===== src/rtl/prj7620_i2c_slave.sv =====
// I2C register-write/read slave for the PRJ7620 register bank.
// Optional pointer auto-increment: define PRJ7620_AUTOINC_EN.
module prj7620_i2c_slave #(
  parameter logic [6:0] DEV_ADDR = 7'h73
) (
  input  logic       i2c_clk,
  input  logic       sys_rst_n,
  input  logic       scl,
  input  logic       sda_in,
  output logic       sda_oe,
  output logic       wr_en,
  output logic [7:0] wr_addr,
  output logic [7:0] wr_data,
  output logic [7:0] rd_addr,
  input  logic [7:0] rd_data,
  output logic       bank_sel,
  output logic [5:0] wr_cnt
);

`ifdef PRJ7620_AUTOINC_EN
  localparam bit AUTOINC = 1'b1;
`else
  localparam bit AUTOINC = 1'b0;
`endif

  localparam logic [3:0] IDLE    = 4'd0;
  localparam logic [3:0] DEV     = 4'd1;
  localparam logic [3:0] DEV_ACK = 4'd2;
  localparam logic [3:0] REG     = 4'd3;
  localparam logic [3:0] REG_ACK = 4'd4;
  localparam logic [3:0] WDATA   = 4'd5;
  localparam logic [3:0] WACK    = 4'd6;
  localparam logic [3:0] RDATA   = 4'd7;
  localparam logic [3:0] MACK    = 4'd8;
  localparam logic [3:0] IGNORE  = 4'd9;

  logic [3:0] state_q;
  logic [3:0] state_d;

  logic [1:0] scl_sync;
  logic [1:0] sda_sync;
  logic       scl_p;
  logic       sda_p;
  logic       scl_q;
  logic       sda_q;

  logic [7:0] shift_q;
  logic [2:0] bit_cnt;
  logic       ack_ph;
  logic       rd_load;

  logic       scl_rise;
  logic       scl_fall;
  logic       start_det;
  logic       stop_det;
  logic       ev_ok;
  logic [7:0] byte_nx;

  logic       shift_in;
  logic       byte_done;
  logic       wr_fire;
  logic       ack_fall;
  logic       ptr_load;
  logic       rd_start;
  logic       rd_shift;
  logic       rd_end;
  logic       rd_bit;
  logic       mack_ack;

  always_ff @(posedge i2c_clk or negedge sys_rst_n) begin
    if (!sys_rst_n) begin
      scl_sync <= 2'b11;
      sda_sync <= 2'b11;
      scl_p    <= 1'b1;
      sda_p    <= 1'b1;
    end else begin
      scl_sync <= {scl_sync[0], scl};
      sda_sync <= {sda_sync[0], sda_in};
      scl_p    <= scl_sync[1];
      sda_p    <= sda_sync[1];
    end
  end

  assign scl_q     = scl_sync[1];
  assign sda_q     = sda_sync[1];
  assign scl_rise  = scl_q & ~scl_p;
  assign scl_fall  = ~scl_q & scl_p;
  assign start_det = scl_q & scl_p & sda_p & ~sda_q;
  assign stop_det  = scl_q & scl_p & ~sda_p & sda_q;
  assign ev_ok     = ~start_det & ~stop_det;
  assign byte_nx   = {shift_q[6:0], sda_q};

  always_ff @(posedge i2c_clk or negedge sys_rst_n) begin
    if (!sys_rst_n) state_q <= IDLE;
    else            state_q <= state_d;
  end

  always_comb begin
    state_d = state_q;
    if (start_det) begin
      state_d = DEV;
    end else if (stop_det) begin
      state_d = IDLE;
    end else begin
      unique case (state_q)
        DEV:
          if (byte_done)
            state_d = (byte_nx[7:1] == DEV_ADDR) ? DEV_ACK : IGNORE;
        DEV_ACK:
          if (scl_fall & ack_ph)
            state_d = shift_q[0] ? RDATA : REG;
        REG:
          if (byte_done) state_d = REG_ACK;
        REG_ACK:
          if (scl_fall & ack_ph) state_d = WDATA;
        WDATA:
          if (byte_done) state_d = WACK;
        WACK:
          if (scl_fall & ack_ph) state_d = WDATA;
        RDATA:
          if (rd_end) state_d = MACK;
        MACK:
          if (scl_rise) state_d = sda_q ? IGNORE : RDATA;
        default: ;
      endcase
    end
  end

  // Per-cycle action strobes; START/STOP suppress every bit-level action.
  always_comb begin
    shift_in = 1'b0;
    ack_fall = 1'b0;
    ptr_load = 1'b0;
    rd_start = 1'b0;
    rd_shift = 1'b0;
    rd_end   = 1'b0;
    rd_bit   = 1'b0;
    mack_ack = 1'b0;
    if (ev_ok) begin
      unique case (state_q)
        DEV, REG, WDATA:
          shift_in = scl_rise;
        DEV_ACK: begin
          ack_fall = scl_fall;
          rd_start = scl_fall & ack_ph & shift_q[0];
        end
        REG_ACK: begin
          ack_fall = scl_fall;
          ptr_load = scl_fall & ack_ph;
        end
        WACK:
          ack_fall = scl_fall;
        RDATA: begin
          rd_start = scl_fall & rd_load;
          rd_shift = scl_fall & ~rd_load & (bit_cnt != 3'd0);
          rd_end   = scl_fall & ~rd_load & (bit_cnt == 3'd0);
          rd_bit   = scl_rise & ~rd_load;
        end
        MACK:
          mack_ack = scl_rise & ~sda_q;
        default: ;
      endcase
    end
  end

  assign byte_done = shift_in & (bit_cnt == 3'd7);
  assign wr_fire   = byte_done & (state_q == WDATA);

  always_ff @(posedge i2c_clk or negedge sys_rst_n) begin
    if (!sys_rst_n) begin
      sda_oe   <= 1'b0;
      wr_en    <= 1'b0;
      wr_addr  <= 8'h00;
      wr_data  <= 8'h00;
      rd_addr  <= 8'h00;
      bank_sel <= 1'b0;
      wr_cnt   <= 6'd0;
      shift_q  <= 8'h00;
      bit_cnt  <= 3'd0;
      ack_ph   <= 1'b0;
      rd_load  <= 1'b0;
    end else begin
      wr_en <= 1'b0;
      if (!ev_ok) begin
        bit_cnt <= 3'd0;
        sda_oe  <= 1'b0;
        ack_ph  <= 1'b0;
        rd_load <= 1'b0;
      end else begin
        if (shift_in) begin
          shift_q <= byte_nx;
          bit_cnt <= bit_cnt + 3'd1;
        end
        if (rd_bit) bit_cnt <= bit_cnt + 3'd1;
        if (wr_fire) begin
          wr_en   <= 1'b1;
          wr_addr <= rd_addr;
          wr_data <= byte_nx;
          if (wr_cnt != 6'd63) wr_cnt <= wr_cnt + 6'd1;
          if (rd_addr == 8'hEF) bank_sel <= byte_nx[0];
          if (AUTOINC) rd_addr <= rd_addr + 8'd1;
        end
        // First falling edge of an ACK slot pulls SDA, the second releases it.
        if (ack_fall) begin
          ack_ph <= ~ack_ph;
          sda_oe <= ~ack_ph;
        end
        if (ptr_load) rd_addr <= shift_q;
        if (rd_start) begin
          shift_q <= rd_data;
          sda_oe  <= ~rd_data[7];
          rd_load <= 1'b0;
        end
        if (rd_shift) begin
          shift_q <= {shift_q[6:0], 1'b0};
          sda_oe  <= ~shift_q[6];
        end
        if (rd_end) sda_oe <= 1'b0;
        if (mack_ack) begin
          rd_load <= 1'b1;
          if (AUTOINC) rd_addr <= rd_addr + 8'd1;
        end
      end
    end
  end

endmodule

===== config.mk =====
export PLATFORM = sky130hd
export DESIGN_NAME = prj7620_i2c_slave
export DESIGN_NICKNAME = d
export VERILOG_FILES = /design/src/rtl/prj7620_i2c_slave.sv
export SDC_FILE = /design/constraint.sdc
export NUM_CORES = 1
export LEC_CHECK = 0
export CAP_MARGIN = 20
export CORE_UTILIZATION = 48
export CTS_CLUSTER_DIAMETER = 50
export DETAILED_ROUTE_END_ITERATION = 10
export MAX_ROUTING_LAYER = met4
export PLACE_DENSITY_LB_ADDON = 0.1
export SETUP_SLACK_MARGIN = 0.1
export SLEW_MARGIN = 20
export SYNTH_ARGS = -nofsm -noshare
export SYNTH_HDL_FRONTEND = slang
export SYNTH_SLANG_ARGS = --single-unit
export TNS_END_PERCENT = 100

===== constraint.sdc =====
create_clock -name i2c_clk -period 1.8 [get_ports i2c_clk]
set_input_delay 0.45 -clock i2c_clk [delete_from_list [all_inputs] [get_ports i2c_clk]]
set_output_delay 0.45 -clock i2c_clk [all_outputs]
set_load 0.1 [all_outputs]

; ---- After elaboration in Yosys (flattened, before gate mapping)
; Cells that the tools add are included.
[op_classes]
add_sub_neg = 2
eq_ne = 23
mux = 46
bitwise_logic = 28
n_reduce_logical = 13
[op_table]
columns = cell, count
row1 = 4-bit 2-to-1 mux, 11
row2 = 4-bit one-hot mux with 7 select lines, 1
row3 = 1-bit 2-to-1 mux, 26
row4 = 8-bit 2-to-1 mux, 3
row5 = "4-bit != test, second input constant", 6
row6 = 1-bit AND, 18
row7 = "4-bit by 3-bit equality test with 1-bit output, second input constant", 4
row8 = 3-bit 2-to-1 mux, 4
row9 = 1-bit inverter, 10
row10 = 9-bit nonzero test, 1
row11 = "4-bit by 2-bit equality test with 1-bit output, second input constant", 2
row12 = "8-bit equality test, second input constant", 1
row13 = 8-bit AND reduction, 1
row14 = "7-bit equality test, second input constant", 1
row15 = "6-bit by 1-bit adder with 6-bit output, second input constant", 1
row16 = "3-bit by 1-bit != test with 1-bit output, second input constant", 2
row17 = "6-bit != test, second input constant", 1
row18 = 2-bit AND reduction, 3
row19 = 3-bit AND reduction, 2
row20 = 3-bit nonzero test, 2
row21 = 3-bit OR reduction, 2
row22 = "5-bit by 1-bit != test with 1-bit output, second input constant", 1
row23 = "4-bit by 1-bit equality test with 1-bit output, second input constant", 1
row24 = "4-bit equality test, second input constant", 1
row25 = other kinds (7), 7
[totals]
reg_bits = 56
input_bits = 12
output_inout_bits = 33
wordCells = 128

; ---- Depth between registers and ports, before layout
; Gate-level depths: netlist of the first run.
[logic_depth]
depth_word = 11
depth_mapped = 7

; ---- Worst setup path before layout of the first run
; No wires, ideal clock.
[synth_timing]
path_type = register -> register
from = register wr_cnt[0]
to = register wr_cnt[5]
setup_time_ns = 0.164
arrival_ns = 1.972
path_slack_ns = -0.337
stages_incl_launch_ff = 6
n_path_buf = 0
period_less_slack_ns = 2.137
path_cell_list = dfrtp_1 > ha_1 > and3_1 > a31oi_4 > and4_1 > xor2_1
[synth_between]
elab_chain_len = 2
[synth_rtl]
columns = element, line_no
row1 = start: declaration, 17  ; output logic [5:0] wr_cnt
row2 = start signal: assignment, 199  ; if (wr_cnt != 6'd63) wr_cnt <= wr_cnt + 6'd1;
row3 = "parallel branches: the longest is 2 deep, another holds 6-bit by 1-bit adder with 6-bit output", n/a
; Several ways; the timed one is not identified.
; A chain may end at the register's enable or synchronous reset.

; ---- Final worst setup path of the first run
[layout_timing]
from = register scl_sync[1]
to = register wr_cnt[5]
[layout_between]
elab_chain_len = 9
[layout_rtl]
columns = element, line_no
row1 = start: declaration, 40  ; logic [1:0] scl_sync;
row2 = start signal: assignment, 77  ; scl_sync <= {scl_sync[0], scl};
row3 = 1-bit AND, "88, 89"
row4 = 1-bit AND (on tied branches) (2 in series), "88, 89"
row5 = 1-bit inverter, 90  ; assign ev_ok = ~start_det & ~stop_det;
row6 = 1-bit AND, 90
row7 = 1-bit 2-to-1 mux, 139  ; if (ev_ok) begin
row8 = 1-bit AND, 166  ; assign byte_done = shift_in & (bit_cnt == 3'd7);
row9 = 1-bit AND, 167  ; assign wr_fire = byte_done & (state_q == WDATA);
row10 = 3-bit AND reduction (no line) (*), n/a
; Every way passes the cells marked *; elsewhere a longest branch is shown, timed or not.

==> results.toml, run 1 <==
[grt]
antenna_found_initial = 0
grt_max_degree = 43
grt_pass1_vias = 2100
grt_pass1_wl_mm = 10.5
groute.usage.overall = 0.231
grt_remaining_overflow = 0

[worst_setup_path]
start_kind = "register"
crit_path_end_kind = "register"
path_class = "reg -> reg"
crit_arrival_ps = 2180
worstRegToRegCells = 5
required_ps = 2040
crit_fanout = 6

[cts]
insertion_delay_ps = 300
cts_hold_buf = 0
clockBufferDepth = 2
cts_tree = "done"
clock_tree.htree_level_count = 2
cts_root_buf = "clkbuf_8"
cts.sinks = 56
cts-buffers-inserted = 5
clk_pin_slew_worst_paths_ps = 100

[synth]
synthFlopType = "dfrtp_1"
syn_nets = 248
ys_types = 56
synth_edf_count = 0
netlist_area_sq_mm = 0.00275
netlist_top_cells_count = "dfrtp_1, nor2_1, mux2_2"
synth.top_cell.area_share = 0.455
synth_cells = 232
yosysSeqAreaShare = 0.512
avgSynthCellArea_sq_um = 11.9
async_flop_share = 1.00
synth-seq-cells = 56
ys_warn_count = 0
synth.most_common_cell = "dfrtp_1"
synth.area.top_cells = "dfrtp_1, mux2_2, dfstp_2, mux2_4, nor2_1"
synth_top_area_cell = "dfrtp_1"

[place]
numPortBuffers = 44
gp_congestion = 0.877
post-dp-hpwl_mm = 4.62
dp_slack_ps = -121
dpl_cell_area_sq_mm = 0.00387

[detailed_routing]
drtPass1Iterations = 5
final_antenna_net_count = 0
drt_iter0_markers = 141
vias = 2192
drt_wl_total_mm = 7.03
drt-wirelength-per-cell_microns = 18.0
route.detailed.drc = 0
vias_per_cell = 5.62

[die]
initial_core_util = 0.500
core_area_sq_mm = 0.00551
die_w_microns = 77.7
chipHeight_microns = 77.7
rows = 27
boundaryPins = 45
dieArea_sq_mm = 0.00604

[run_status]
status = "finished, violations left"
violations = "negative setup slack"

[pwr]
power_mw = 6.06
pwr_density_cell_mw_per_mm2 = 1400
leakage_nw = 1.90
peakVddDrop_uv = 876

[final_layout]
fin_area_sq_mm = 0.00433
fin_nets = 333
final_util = 0.786
area_growth_pct = 57.4
n_antenna_cell = 0
drive_above_1_share = 0.544

[timing]
fin_skew_ps = 8.18
grt_setup_unrepaired = "true"
whs_ps = 37.7
slew_headroom = 0.701
fin_ws_ps = -142
period_minus_slack_ps = 1940
slew_violations = 0
worstMarginPinSlew_ps = 442
fmax_ghz = 0.515
fin_crit_sh = 1.08
hold_viol = 0
setup_viol_count_final = 34

[run]
max_cap_violations = 0

[min_path]
hp-class = "in -> async"
placed cells by master, fill, tap and decap left out, types with 4 or more instances in the layout:
cell,instances
dfrtp_1,45
buf_12,36
buf_4,34
mux2_2,17
mux2_4,11
nor2_1,11
nand2_1,11
clkdlybuf4s50_1,10
nor2_4,8
a21oi_1,7
mux2i_1,7
a21oi_2,6
buf_6,6
dfstp_2,6
inv_1,5
clkbuf_8,5
dfrtp_2,5
xor2_1,4
nand4b_1,4
state kept, by name, summed over array words and instances (netlist names):
register  cells
wr_addr       8
bit_cnt       3
sda_oe        1
sda_sync      2
sda_p         1
bank_sel      1
wr_en         1
wr_data       8
scl_sync      2
state_q       4
scl_p         1
rd_load       1
wr_cnt        6
shift_q       8
rd_addr       8
ack_ph        1
stage by stage:
stage	setup TNS [ps]	cells
floorplan	-1550	232
global placement	-690	373
detailed placement	-1400	373
CTS	-1350	384
global route	-5030	390
finish	-3000	390
cell families (layout without fill, tap and decap cells):
| group | after synthesis | count (layout) | synth area share |
|---|---|---|---|
| flip-flops | 56 | 56 | 0.512 |
| multiplexers | 35 | 35 | 0.152 |
| adder cells (fa/ha/maj) | 4 | 4 | 0.0182 |
| AO/OA/AOI/OAI | 42 | 42 | 0.110 |
| AND/OR/NAND/NOR | 72 | 72 | 0.156 |
| buffers and inverters | 17 | 103 | 0.0327 |
| XOR/XNOR | 6 | 6 | 0.0191 |
repair_timing:
action | 4_1_cts | 5_1_grt
gates cloned | 0 | 2
pin swaps | 5 | 6
buffers inserted | 3 | 4
resized for setup | 13 | 46
setup endpoints to repair | 45 | 37
hold endpoints to repair | 0 | 0
layout make-up:
type | instances | area [sq um]
Multi-Input combinational cell | 159 | 1520
Tap cell | 72 | 90.1
Sequential cell | 56 | 1420
Clock inverter | 1 | 30.0
Inverter | 6 | 22.5
Clock buffer | 7 | 76.3
Fill cell | 317 | 1180
Timing Repair Buffer | 89 | 1180
power breakdown:
| group | switching, mW | internal, mW |
|---|---|---|
| registers | 0.372 | 1.53 |
| logic | 1.88 | 1.46 |
| clock network | 0.391 | 0.417 |
| total | 2.65 | 3.41 |
path summary, 6_finish.rpt:
| path | end | slack, ps | start |
|---|---|---|---|
| min in group i2c_clk | sda_sync[1]$_DFF_PN1_ | 360 | sda_sync[0]$_DFF_PN1_ |
| min | wr_data[7]$_DFFE_PN0P_ | 40 | sys_rst_n |
| max in group asynchronous | scl_p$_DFF_PN1_ | 1180 | sys_rst_n |
| max reg2reg | wr_cnt[5]$_DFFE_PN0P_ | -140 | scl_sync[1]$_DFF_PN1_ |
| max | wr_cnt[5]$_DFFE_PN0P_ | -140 | scl_sync[1]$_DFF_PN1_ |
| min reg2reg | sda_sync[1]$_DFF_PN1_ | 360 | sda_sync[0]$_DFF_PN1_ |
layer usage:
metal | vias up | track usage | wire length [microns]
met3 | 15 | 0.0329 | 299
met5 | - | - | 0
met1 | 1101 | 0.307 | 3010
met2 | 68 | 0.360 | 3600
met4 | 0 | 0.0868 | 123
li1 | 1008 | - | -
critical path, cell delays in order (launching register included):
cell and delay, ps:
dfstp_2 590, nand3b_4 90, or4_4 560, a31oi_4 240
and4_1 240, xor2_1 140
No activity file was read; power rests on OpenSTA's default activity.
==> run 2, diff against run 1 <==
--- a/config.mk
+++ b/config.mk
@@ -11,6 +11,7 @@
 export DETAILED_ROUTE_END_ITERATION = 10
 export MAX_ROUTING_LAYER = met4
 export PLACE_DENSITY_LB_ADDON = 0.1
+export RECOVER_POWER = 25
 export SETUP_SLACK_MARGIN = 0.1
 export SLEW_MARGIN = 20
 export SYNTH_ARGS = -nofsm -noshare
==> results.toml, run 2 (synthesis results as in run 1) <==
[pwr]
leakage_nw = 1.89
pwr_density_cell_mw_per_mm2 = 1400
power_mw = 6.05
peakVddDrop_uv = 876

[run]
max_cap_violations = 0

[cts]
cts-buffers-inserted = 5
insertion_delay_ps = 300
cts_tree = "done"
clock_tree.htree_level_count = 2
cts_root_buf = "clkbuf_8"
clockBufferDepth = 2
clk_pin_slew_worst_paths_ps = 100
cts.sinks = 56

[die]
core_area_sq_mm = 0.00551
dieArea_sq_mm = 0.00604
rows = 27
boundaryPins = 45
die_w_microns = 77.7
chipHeight_microns = 77.7
initial_core_util = 0.500

[detailed_routing]
final_antenna_net_count = 0
drt-wirelength-per-cell_microns = 18.0
vias_per_cell = 5.62
drtPass1Iterations = 5
drt_iter0_markers = 144
route.detailed.drc = 0
drt_wl_total_mm = 7.03
vias = 2192

[grt]
grt_remaining_overflow = 0
grt_max_degree = 43
grt_use_met3 = 0.0329
groute.usage.overall = 0.231
grt_pass1_wl_mm = 10.5
use_met2 = 0.360
grt_util_met1 = 0.307
antenna_found_initial = 0
busiest_layer = "met2"
grt_pass1_vias = 2100

[timing]
fin_crit_sh = 1.08
fin_skew_ps = 8.25
worstMarginPinSlew_ps = 734
hold_viol = 0
fmax_ghz = 0.515
grt_setup_unrepaired = "true"
slew_headroom = 0.510
whs_ps = 176
slew_violations = 0
period_minus_slack_ps = 1940
fin_ws_ps = -142
setup_viol_count_final = 34

[worst_setup_path]
worstRegToRegCells = 5
crit_arrival_ps = 2180
crit_path_start = "scl_sync[1]$_DFF_PN1_"
worstPathCellList = "nand3b_4, or4_4, a31oi_4, and4_1, xor2_1"
reg2reg_from = "scl_sync[1]$_DFF_PN1_"
cp_top_family = "simple AND/OR/NAND/NOR gates"
crit_path_end_kind = "register"
cpPeakStageDelay_ps = 590
rr_endpoint = "wr_cnt[5]$_DFFE_PN0P_"
slowest_stage = "dfstp_2"
critical_path_buf_inv_count = 0
path_class = "reg -> reg"
required_ps = 2040
start_kind = "register"
reg2reg_slack_ps = -140
crit_fanout = 6

[final_layout]
final_common_cell = "dfrtp_1"
fin_nets = 333
multi_input_area_sq_mm = 0.00152
final_cell_mix = "dfrtp_1, buf_12, buf_4, mux2_2"
n_fill_cell = 319
n_antenna_cell = 0
fin_area_sq_mm = 0.00432
seqCellArea_sq_mm = 0.00142
final_util = 0.784
drive_above_1_share = 0.541
area_growth_pct = 56.9

[place]
post-dp-hpwl_mm = 4.62
dpl_cell_area_sq_mm = 0.00387
gp_congestion = 0.877
numPortBuffers = 44

[min_path]
hp-class = "in -> async"

[run_status]
status = "finished, violations left"
violations = "negative setup slack"
## run 2: changes by cell type in the layout (fill, tap and decap cells not counted), sizes merged
cell,before,now
buf,78,76
dlygate4sd3,0,1
clkbuf,8,10
clkdlybuf4s50,10,9
## run 2: worst max path at each step
stage / depth (start not counted) / slack, ps / endpoint
4_1_cts: 7 / -110 / wr_cnt[5]$_DFFE_PN0P_
6_report: 5 / -140 / wr_cnt[5]$_DFFE_PN0P_
3_5_place_dp: 5 / -120 / wr_cnt[5]$_DFFE_PN0P_
2_1_floorplan: 5 / -130 / wr_cnt[4]$_DFFE_PN0P_
5_1_grt: 8 / -220 / state_q[3]$_DFFE_PN0P_
3_3_place_gp: 5 / -80 / wr_cnt[5]$_DFFE_PN0P_
## run 2: metrics by stage
stage | std cells | setup slack (ps) | TNS (ps)
2_1_floorplan | 232 | -129 | -1550
3_3_place_gp | 373 | -76.1 | -690
3_5_place_dp | 373 | -121 | -1400
4_1_cts | 384 | -109 | -1350
5_1_grt | 390 | -221 | -5030
6_report | 390 | -142 | -3000
## run 2: area by class of cell
cell class | count | area share
Multi-Input combinational cell | 159 | 0.352
Sequential cell | 56 | 0.328
Timing Repair Buffer | 89 | 0.270
Tap cell | 72 | 0.0209
Clock buffer | 7 | 0.0177
Clock inverter | 1 | 0.00696
Inverter | 6 | 0.00522
## run 2: power by group
group | leakage (nW) | switching [mW] | total, mW | internal, mW
combinational | 1.13 | 1.88 | 3.34 | 1.45
sequential | 0.706 | 0.373 | 1.91 | 1.53
clock | 0.0524 | 0.391 | 0.808 | 0.417
## run 2: worst register-to-register path: cells and delay by family, from the launching register on
family	cells	cell delay [ps]
AOI/OAI and AO/OA	1	240
xor gates and xnor gates	1	140
and+or+nand+nor	3	900
DFF	1	590
## run 2: layer usage
layer	part of all wire	wire length, microns
met3	0.042	298
met1	0.43	3010
met4	0.017	123
met2	0.51	3600
met5	0	0
## run 2: repair_timing
item | 4_1_cts | 5_1_grt
hold buffers | 0 | 0
endpoints found under the hold margin | 0 | 0
pin swaps | 5 | 6
cloned | 0 | 2
setup endpoints to repair | 45 | 37
setup buffers | 3 | 4
resized for setup | 13 | 46
